<file path="src/rtl/ctrl_filtropb20000_if.sv">
// Control bundle between the filter sequencer and its datapath: run enable in,
// register enables, mux selects and status strobes out.
interface ctrl_filtropb20000_if;
  logic       habilitar;
  logic       en1, en2, en3, en4, en5, en6, en7;
  logic [2:0] selmuxS;
  logic [2:0] selmuxZ;
  logic [1:0] selmuxC;
  logic       muestra;
  logic       listo;
  logic       ocupado;

  modport master (
    input  habilitar,
    output en1, en2, en3, en4, en5, en6, en7,
    output selmuxS, selmuxZ, selmuxC,
    output muestra, listo, ocupado
  );

  modport slave (
    output habilitar,
    input  en1, en2, en3, en4, en5, en6, en7,
    input  selmuxS, selmuxZ, selmuxC,
    input  muestra, listo, ocupado
  );
endinterface

</file>
<file path="src/rtl/ctrl_filtropb20000.sv">
// Sequencer for the 20 kHz second-order low-pass IIR: sample timer plus a fixed
// six-step microsequence that steers the shared multiply-add unit.
module ctrl_filtropb20000 #(
  parameter int DIV_MUESTREO = 2500,
  parameter int CW           = 12
) (
  input logic                  clk,
  input logic                  reset,
  ctrl_filtropb20000_if.master bus
);

  typedef enum logic [2:0] {
    S_IDLE = 3'd0,
    S_A1   = 3'd1,
    S_FK   = 3'd2,
    S_A2   = 3'd3,
    S_A3   = 3'd4,
    S_YK   = 3'd5,
    S_SH   = 3'd6
  } state_e;

  localparam logic [CW-1:0] CNT_LAST = CW'(DIV_MUESTREO - 1);

  state_e        state_q, state_d;
  logic [CW-1:0] cnt_q, cnt_d;
  logic          tick;

  always_comb begin
    tick  = (cnt_q == CNT_LAST);
    cnt_d = cnt_q;
    if (!bus.habilitar || tick) begin
      cnt_d = '0;
    end else begin
      cnt_d = cnt_q + 1'b1;
    end
  end

  // A tick arriving outside IDLE can only happen with an illegal divider; it is dropped.
  always_comb begin
    state_d = S_IDLE;
    case (state_q)
      S_IDLE:  state_d = tick ? S_A1 : S_IDLE;
      S_A1:    state_d = S_FK;
      S_FK:    state_d = S_A2;
      S_A2:    state_d = S_A3;
      S_A3:    state_d = S_YK;
      S_YK:    state_d = S_SH;
      S_SH:    state_d = S_IDLE;
      default: state_d = S_IDLE;
    endcase
  end

  always_ff @(posedge clk) begin
    if (reset) begin
      state_q <= S_IDLE;
      cnt_q   <= '0;
    end else begin
      state_q <= state_d;
      cnt_q   <= cnt_d;
    end
  end

  always_comb begin
    bus.en1     = 1'b0;
    bus.en2     = 1'b0;
    bus.en3     = 1'b0;
    bus.en4     = 1'b0;
    bus.en5     = 1'b0;
    bus.en6     = 1'b0;
    bus.en7     = 1'b0;
    bus.selmuxS = 3'd0;
    bus.selmuxZ = 3'd0;
    bus.selmuxC = 2'd0;
    bus.listo   = 1'b0;
    bus.ocupado = 1'b0;
    bus.muestra = tick;
    case (state_q)
      S_A1: begin
        bus.ocupado = 1'b1;
        bus.selmuxS = 3'd1;
        bus.selmuxC = 2'd0;
        bus.selmuxZ = 3'd4;
        bus.en5     = 1'b1;
      end
      S_FK: begin
        bus.ocupado = 1'b1;
        bus.selmuxS = 3'd2;
        bus.selmuxC = 2'd1;
        bus.selmuxZ = 3'd1;
        bus.en2     = 1'b1;
      end
      S_A2: begin
        bus.ocupado = 1'b1;
        bus.selmuxS = 3'd0;
        bus.selmuxC = 2'd2;
        bus.selmuxZ = 3'd0;
        bus.en6     = 1'b1;
      end
      S_A3: begin
        bus.ocupado = 1'b1;
        bus.selmuxS = 3'd1;
        bus.selmuxC = 2'd3;
        bus.selmuxZ = 3'd2;
        bus.en7     = 1'b1;
      end
      S_YK: begin
        bus.ocupado = 1'b1;
        bus.selmuxS = 3'd2;
        bus.selmuxC = 2'd2;
        bus.selmuxZ = 3'd3;
        bus.en1     = 1'b1;
      end
      // fk1 and fk2 load on the same edge so the history shifts using the old values.
      S_SH: begin
        bus.ocupado = 1'b1;
        bus.en3     = 1'b1;
        bus.en4     = 1'b1;
        bus.listo   = 1'b1;
      end
      default: begin
        bus.ocupado = 1'b0;
      end
    endcase
  end

endmodule

</file>
<file path="src/flat_wrapper.sv">
// flat-port wrapper written by rule: the top's interface ports become plain ports
module ctrl_filtropb20000_flat 
#(
  parameter int DIV_MUESTREO = 2500,
  parameter int CW           = 12
)
  (clk, reset, bus_habilitar, bus_en1, bus_en2, bus_en3, bus_en4, bus_en5, bus_en6, bus_en7, bus_selmuxS, bus_selmuxZ, bus_selmuxC, bus_muestra, bus_listo, bus_ocupado);
  ctrl_filtropb20000_if bus_i ();
  input logic clk;
  input logic reset;
  input wire logic [$bits(bus_i.habilitar)-1:0] bus_habilitar;
  output wire logic [$bits(bus_i.en1)-1:0] bus_en1;
  output wire logic [$bits(bus_i.en2)-1:0] bus_en2;
  output wire logic [$bits(bus_i.en3)-1:0] bus_en3;
  output wire logic [$bits(bus_i.en4)-1:0] bus_en4;
  output wire logic [$bits(bus_i.en5)-1:0] bus_en5;
  output wire logic [$bits(bus_i.en6)-1:0] bus_en6;
  output wire logic [$bits(bus_i.en7)-1:0] bus_en7;
  output wire logic [$bits(bus_i.selmuxS)-1:0] bus_selmuxS;
  output wire logic [$bits(bus_i.selmuxZ)-1:0] bus_selmuxZ;
  output wire logic [$bits(bus_i.selmuxC)-1:0] bus_selmuxC;
  output wire logic [$bits(bus_i.muestra)-1:0] bus_muestra;
  output wire logic [$bits(bus_i.listo)-1:0] bus_listo;
  output wire logic [$bits(bus_i.ocupado)-1:0] bus_ocupado;
  assign bus_i.habilitar = bus_habilitar;
  assign bus_en1 = bus_i.en1;
  assign bus_en2 = bus_i.en2;
  assign bus_en3 = bus_i.en3;
  assign bus_en4 = bus_i.en4;
  assign bus_en5 = bus_i.en5;
  assign bus_en6 = bus_i.en6;
  assign bus_en7 = bus_i.en7;
  assign bus_selmuxS = bus_i.selmuxS;
  assign bus_selmuxZ = bus_i.selmuxZ;
  assign bus_selmuxC = bus_i.selmuxC;
  assign bus_muestra = bus_i.muestra;
  assign bus_listo = bus_i.listo;
  assign bus_ocupado = bus_i.ocupado;
  ctrl_filtropb20000 #(.DIV_MUESTREO(DIV_MUESTREO), .CW(CW)) u_core (.clk(clk), .reset(reset), .bus(bus_i));
endmodule
</file>
<file path="config.mk">
export PLATFORM = sky130hd
export DESIGN_NAME = ctrl_filtropb20000_flat
export DESIGN_NICKNAME = d
export VERILOG_FILES = /design/src/rtl/ctrl_filtropb20000_if.sv /design/src/rtl/ctrl_filtropb20000.sv /design/src/flat_wrapper.sv
export SDC_FILE = /design/constraint.sdc
export NUM_CORES = 1
export LEC_CHECK = 0
export ABC_AREA = 1
export CORE_ASPECT_RATIO = 1.25
export CORE_UTILIZATION = 47
export CTS_CLUSTER_DIAMETER = 40
export CTS_CLUSTER_SIZE = 25
export DETAILED_ROUTE_END_ITERATION = 8
export GPL_ROUTABILITY_DRIVEN = 0
export PLACE_DENSITY = 0.77
export SYNTH_ARGS = -nofsm -noshare
export SYNTH_HDL_FRONTEND = slang
export SYNTH_SLANG_ARGS = --single-unit
</file>
<file path="constraint.sdc">
create_clock -name clk -period 1.65 [get_ports clk]
set_input_delay 0.165 -clock clk [delete_from_list [all_inputs] [get_ports clk]]
set_output_delay 0.165 -clock clk [all_outputs]
set_load 0.03 [all_outputs]
</file>
# After elaboration in Yosys (flattened, before gate mapping)
# Cells that the tools add are included.
[totals] output_inout_bits=18 reg_bits=15 mem_count=0 latch_bits=0 wordCells=30 input_bits=3 ram_bits=0 mem_bits_ro=0
[op_classes] n_mul=0 n_reduce_logical=8 n_div=0 mux=12 bitwise_logic=0 addsub=1 n_shift=0 magnitude_cmp=0 n_eq_ne=7
[op_table] op="$pmux 3 s6" n=1
[op_table] op="$add 12x1->12 const B" n=1
[op_table] op="$eq 12x12->1 const B" n=1
[op_table] op="$pmux 3 s4" n=1
[op_table] op="$eq 3x3->1 const B" n=3
[op_table] op="$mux 1" n=8
[op_table] op="$reduce_or 2->1" n=4
[op_table] op="$eq 3x2->1 const B" n=2
[op_table] op="$pmux 2 s3" n=1
[op_table] op="$reduce_or 6->1" n=1
[op_table] op="$pmux 2 s2" n=1
[op_table] op="$eq 3x1->1 const B" n=1
[op_table] op="$logic_not 3->1" n=1
[op_table] op="$logic_not 1->1" n=1
[op_table] op="$logic_or 1x1->1" n=1

# Logic depth before layout (Yosys ltp)
# Gate-level depths: netlist of run 1.
[depth] depth_word=3 depth_mapped=7 mapped_depth_nobuf=6

# Worst setup path before layout of run 1
# OpenSTA, ideal clock, no wires.
[synth_path] path_kind="flip-flop to output port" startpoint="reg u_core.state_q[2]" endpoint="out bus_selmuxS[1]" stages_incl_launch_ff=5 n_path_buf=0 arrival_ps=1502 required_time_ps=1485 slack_ps=-17 path_cell_list="dfxtp_1 inv_2 nor2_4 inv_2 o21ai_0"
[synth_between] elab_chain_cells=3 word_cells_on_any_way=7 classes_between="eq/ne: 4; mux: 1; reduce/logical: 2"
[synth_lines] element="start: declaration" line="ctrl_filtropb20000.sv:24" text="state_e state_q, state_d;"
[synth_lines] element="start signal: assignment" line="ctrl_filtropb20000.sv:58" text="state_q <= state_d;"
[synth_lines] element="$eq 3x2->1 (tied with other cells)" line="ctrl_filtropb20000.sv:77" text="case (state_q)"
[synth_lines] element="$reduce_or 2->1 (no source line)"
[synth_lines] element="$pmux 2 s2 (*)" line="ctrl_filtropb20000.sv:77"
[synth_lines] element="end: declaration" line="flat_wrapper.sv:19" text="output wire logic [$bits(bus_i.selmuxS)-1:0] bus_selmuxS;"
# Every way passes the cells marked *; elsewhere a longest branch is shown, timed or not.

# Final worst setup path of run 1
[layout_path] startpoint="reg u_core.state_q[2]" endpoint="out bus_en2"
[layout_between] elab_chain_cells=2
[layout_lines] element="$eq 3x2->1" line="ctrl_filtropb20000.sv:77"
[layout_lines] element="$mux 1" line="ctrl_filtropb20000.sv:77"
[layout_lines] element="end: declaration" line="flat_wrapper.sv:13" text="output wire logic [$bits(bus_i.en2)-1:0] bus_en2;"
# No other way between the ends.

==> results of run 1 <==
## path summary, 6_finish.rpt
kind | end | slack (ns) | cells past startpoint
max reg2reg | u_core.cnt_q[10] | 0.40 | 6
min reg2reg | u_core.cnt_q[0] | 0.48 | 1
min | u_core.cnt_q[0] | 0.48 | 1
max | bus_en2 | 0.1 | 3
## through the flow
step	TNS [ns]	instances	total power [W]
2_1_floorplan	-0.0334	128	0.000391
4_1_cts	0	164	0.000604
6_report	0	164	0.000598
5_1_grt	0	164	0.000624
3_5_place_dp	0	160	0.000396
3_3_place_gp	0	160	0.000395
## repair_timing
item	CTS	global route
hold endpoints to repair	0	0
setup endpoints to repair	11	10
pin swaps	0	1
resized for setup	12	20
## flip-flops by register name, indices dropped and copies added (netlist names)
name	count
u_core.state_q	3
u_core.cnt_q	12
## cell type report
cell class,instances,area (um^2),share of cell area [%]
inverters,20,75.1,7.34
repair buffers,20,145,14.2
multi-input cells,87,449,43.9
well taps,18,22.5,2.20
clock buffers,4,26.3,2.57
flip-flops and latches,15,304,29.7
## cells in the final DEF, fill, tap and decap left out, drive strengths merged
cell type	n
nand2	29
nor2	24
inv	20
dfxtp	15
clkbuf	11
a21oi	10
buf	7
nand3	7
o21ai	5
nand3b	3
nor3	2
nand4	2
clkdlybuf4s50	2
dlygate4sd2	2
clkdlybuf4s15	2
or2	2
xor2	1
ha	1
conb	1
## synth_stat cells
library cell	count
a21oi_1	10
buf_2	1
buf_4	4
buf_6	1
conb_1	1
dfxtp_1	15
ha_1	1
inv_1	17
inv_2	3
nand2_1	27
nand2_2	2
nand3_1	6
nand3_2	1
nand3b_1	3
nand4_1	2
nor2_1	20
nor2_2	1
nor2_4	3
nor3_2	2
o21ai_0	4
o21ai_1	1
or2_0	1
or2_2	1
xor2_1	1
## cells by family after synthesis
group / Yosys count / share of synthesized area, %
and+or+nand+nor: 69 / 39.2
AOI/OAI and AO/OA: 15 / 8.75
other: 1 / 0.437
adders and majority gates: 1 / 1.46
DFF: 15 / 35.0
xor gates and xnor gates: 1 / 1.02
buffers and inverters: 26 / 14.1
## power breakdown
part | internal [W] | leakage, nW | switching (W)
Sequential | 0.000364 | 0.122 | 0.00000321
Combinational | 0.00000842 | 0.296 | 0.0000131
Clock | 0.0000940 | 0.0150 | 0.000114
## per-layer routing
layer  vias up  global-route usage (%)
met2        28                    36.0
met4         0                    10.0
li1        426                       -
met3         5                    1.35
met5         -                       0
met1       358                    23.9
## critical path: stages, from the launching register on
cell and delay (ns):
dfxtp_1 0.36, buf_4 0.17, nor3_2 0.19, clkdlybuf4s15_1 0.39
==> impl_metrics.tcl, run 1 <==
set metrics [dict create \
    run_status "completed" \
    drc 0 \
    ant_nets 0 \
    fin_area_um2 1020 \
    cp-end-kind "primary output" \
    drt-pass1-iter-count 4 \
    drive_gt1_share_pct 23.3 \
    n_fill_cell 159 \
    top_layer "met4" \
    clock_latency_ns 0.29 \
    critPathKind "reg2out" \
    min-delay-path-class "reg2reg" \
    start_kind "flip-flop" \
    seq_area_frac_synth_pct 35.0 \
    min_period_ns 1.55 \
    met1Wirelength_um 727 \
    hpwlAfterDp_um 1310 \
    grt_setup_unrepaired "no" \
    worstPathArrival_ns 1.39 \
    die_w_um 40.2 \
    synth_nets 132 \
    setup_viol 0 \
    drt_wl_total_um 1710 \
    ys_ff_latch 15 \
    yosys.area.top_type_share_pct 35.0 \
    fin_ws_ns 0.0983 \
    dp_slack_ns 0.0287 \
    finalMaxSlewViolations 0 \
    h-tree-depth 1 \
    finClkSkew_ns 0.00417 \
    grt_pass1_vias 735 \
    cts_made_buffers 3 \
    fin_nets 151 \
    dr.first_iter.drc_count 12 \
    peakVddDrop_uv 470 \
    postCtsSetupRepairBufs 0 \
    synth_area_leaders "dfxtp_1, nand2_1, nor2_1, inv_1, a21oi_1" \
    area_delta_synth_final_pct 19.1 \
    setup.worst_path.start "u_core.state_q[2]" \
    period_share_pct 94.0 \
    fp-row-count 16 \
    dieArea_um2 2000 \
    grt_pass1_wl_um 2950 \
    ys_types 24 \
    grt_max_degree 12 \
    antenna_cells 0 \
    fin_hold_ws_ns 0.481 \
    grtUsageTotal_pct 20.7 \
    final_util_pct 62.3 \
    yosysTopAreaCell "dfxtp_1" \
    cts.path.max_buffers 2 \
    postSynthCellCount 128 \
    via_per_inst 4.98 \
    wl_met3_um 100 \
    overflow 0 \
    io_buffers 19 \
    start_util_pct 52.3 \
    holdBufCountCts 0 \
    die_y_um 49.8 \
    avgSynthCellArea_um2 6.71 \
    via_count 817 \
    synth_warnings 0 \
    required_ns 1.48 \
    cts.sinks 15 \
    place_area_um2 1020 \
    ios 21 \
    syn_area_um2 858 \
    path_clk_slew_ns 0.08 \
    maxCapViolations 0 \
    min_from "u_core.cnt_q[0]" \
    power_leakage_nw 0.433 \
    worstPathMaxFanout 4 \
    clock-root-buffer "clkbuf_4" \
    cts_tree "done" \
    wl_met2_um 845 \
    wl_per_cell_um 10.4 \
    antenna_found_initial 0 \
    timing.rr.start "u_core.cnt_q[0]" \
    coreArea_um2 1640 \
    hold_viol_final 0 \
    max_freq_mhz 644 \
    power_density_nw_per_um2 585 \
]
Note: power is estimated with default switching activity, not from simulation.
==> run 2, diff against run 1 <==
CORE_UTILIZATION = 51   (was 47)
PLACE_DENSITY = 0.82   (was 0.77)
clock period = 1.9 ns   (was 1.65 ns; I/O delays follow)
==> run 2 against run 1 <==
Count of clock-buffer cells in the layout is the same. Non-clock buffer count shrank 1. Sequential power shrank 14%. Worst setup slack lost 0.020 ns. Die area shrank 7.5%. Total power shrank 12%. Via count grew 1.6%. Combinational power shrank 17%. Hold slack lost 0.0044 ns.
==> impl_metrics.tcl, run 2 (synthesized netlist as in run 1, its figures left out) <==
set metrics [dict create \
    antenna_found_initial 0 \
    final_common_cell "nand2_1" \
    final_util_pct 66.3 \
    cp-end-kind "primary output" \
    finClkSkew_ns 0.00344 \
    clock-root-buffer "clkbuf_4" \
    start_kind "flip-flop" \
    maxCapViolations 0 \
    drive_gt1_share_pct 13.1 \
    area_delta_synth_final_pct 20.6 \
    setup_viol 0 \
    max_stage_delay_ns 0.49 \
    worstPathArrival_ns 1.63 \
    cts_made_buffers 3 \
    grt_pass1_wl_um 2830 \
    fin_area_um2 1030 \
    place_area_um2 1020 \
    dr.first_iter.drc_count 19 \
    die_y_um 47.9 \
    cpMaxStageDelayCell "dfxtp_1" \
    power_leakage_nw 0.513 \
    cts.path.max_buffers 2 \
    clock_latency_ns 0.29 \
    path_clk_slew_ns 0.09 \
    fp-row-count 16 \
    period_share_pct 95.9 \
    min-delay-path-class "reg2reg" \
    fin_cells 163 \
    hold_viol_final 0 \
    final_cell_mix "nand2_1, nor2_1, inv_1" \
    overflow 0 \
    power_density_nw_per_um2 506 \
    grt_setup_unrepaired "no" \
    peakVddDrop_uv 390 \
    min_period_ns 1.82 \
    dieArea_um2 1850 \
    ios 21 \
    max_freq_mhz 549 \
    setup_tns_ns 0 \
    grtUsageTotal_pct 22.2 \
    via_per_inst 5.09 \
    drt-pass1-iter-count 4 \
    cts.sinks 15 \
    via_count 830 \
    drc 0 \
    start_util_pct 55.0 \
    reg_top3 "u_core.cnt_q x12, u_core.state_q x3" \
    finalMaxSlewViolations 0 \
    cts_tree "done" \
    ant_nets 0 \
    grt_max_degree 12 \
    antenna_cells 0 \
    run_status "completed" \
    worstPathMaxFanout 7 \
    drt_wl_total_um 1800 \
    finalPower_w 0.000524 \
    wl_per_cell_um 11.1 \
    crit_chain "inv_2 -> nor2_4 -> inv_2 -> o21ai_0 -> dlygate4sd2_1" \
    holdBufCountCts 0 \
    die_w_um 38.7 \
    postCtsSetupRepairBufs 0 \
    fin_nets 150 \
    critPathKind "reg2out" \
    coreArea_um2 1560 \
    largest_register_ffs 12 \
    largest-register "u_core.cnt_q" \
    h-tree-depth 1 \
    hpwlAfterDp_um 1350 \
    crit_top_cell "inv_2" \
    grt_pass1_vias 704 \
    io_buffers 19 \
    required_ns 1.71 \
    dp.cells 159 \
]
## run 2: changes by cell type in the layout (fill, tap and decap cells not counted), moves of 2 or more
cell,previous run,this run
clkbuf_2,7,2
buf_4,7,0
dlymetal6s2s_1,0,3
dfxtp_1,12,14
clkdlybuf4s15_1,2,0
dlygate4sd2_1,2,12
dfxtp_2,3,1
## run 2: final timing paths
kind,start,endpoint,slack (ns),cells past startpoint
max,u_core.state_q[2],bus_selmuxS[1],0.08,5
min,u_core.cnt_q[0],u_core.cnt_q[0],0.48,1
max reg2reg,u_core.cnt_q[0],u_core.cnt_q[10],0.55,6
min reg2reg,u_core.cnt_q[0],u_core.cnt_q[0],0.48,1
## run 2: layout make-up
class	count	area, um^2
clock buffer	4	26.3
sequential	15	302
timing repair buffer	19	173
inverter	20	75.1
multi-input combinational	87	437
tap	18	22.5
fill	153	527
## run 2: where the power goes
part	switching [W]	internal, W	total [W]
logic	0.0000112	0.00000675	0.0000179
registers	0.00000189	0.000316	0.000318
clock network	0.000106	0.0000818	0.000188
total	0.000119	0.000405	0.000524
## run 2: per-stage QoR
step                      setup slack (ns)  hold WS (ns)
after floorplan                      0.208         0.259
after global placement               0.137         0.442
after detailed placement             0.113         0.459
after CTS                          0.00983         0.481
after global routing                0.0183         0.507
final                               0.0784         0.477
## run 2: timing repair
action                     4_1_cts  5_1_grt
setup endpoints to repair       15        5
pin swaps                        0        0
gates resized for setup         15        7
## run 2: critical path, delay by kind of cell (launching register included)
kind / cells / cell delay [ns]
buffers and inverters: 3 / 0.58
DFF: 1 / 0.49
AOI/OAI and AO/OA: 1 / 0.15
and+or+nand+nor: 1 / 0.12
## run 2: per-layer routing
| metal | share of wire, % | track usage (%) | vias to the layer above |
|---|---|---|---|
| met4 | 4.6 | 17.2 | 0 |
| li1 | - | - | 427 |
| met5 | 0 | 0 | - |
| met2 | 51 | 41.3 | 28 |
| met3 | 4.1 | 1.40 | 9 |
| met1 | 40 | 22.8 | 366 |
==> run 3, diff against run 2 <==
TNS_END_PERCENT = 1   (was unset)
==> results of run 3 <==
Final layout, timing and power as in run 2 (identical DEF).
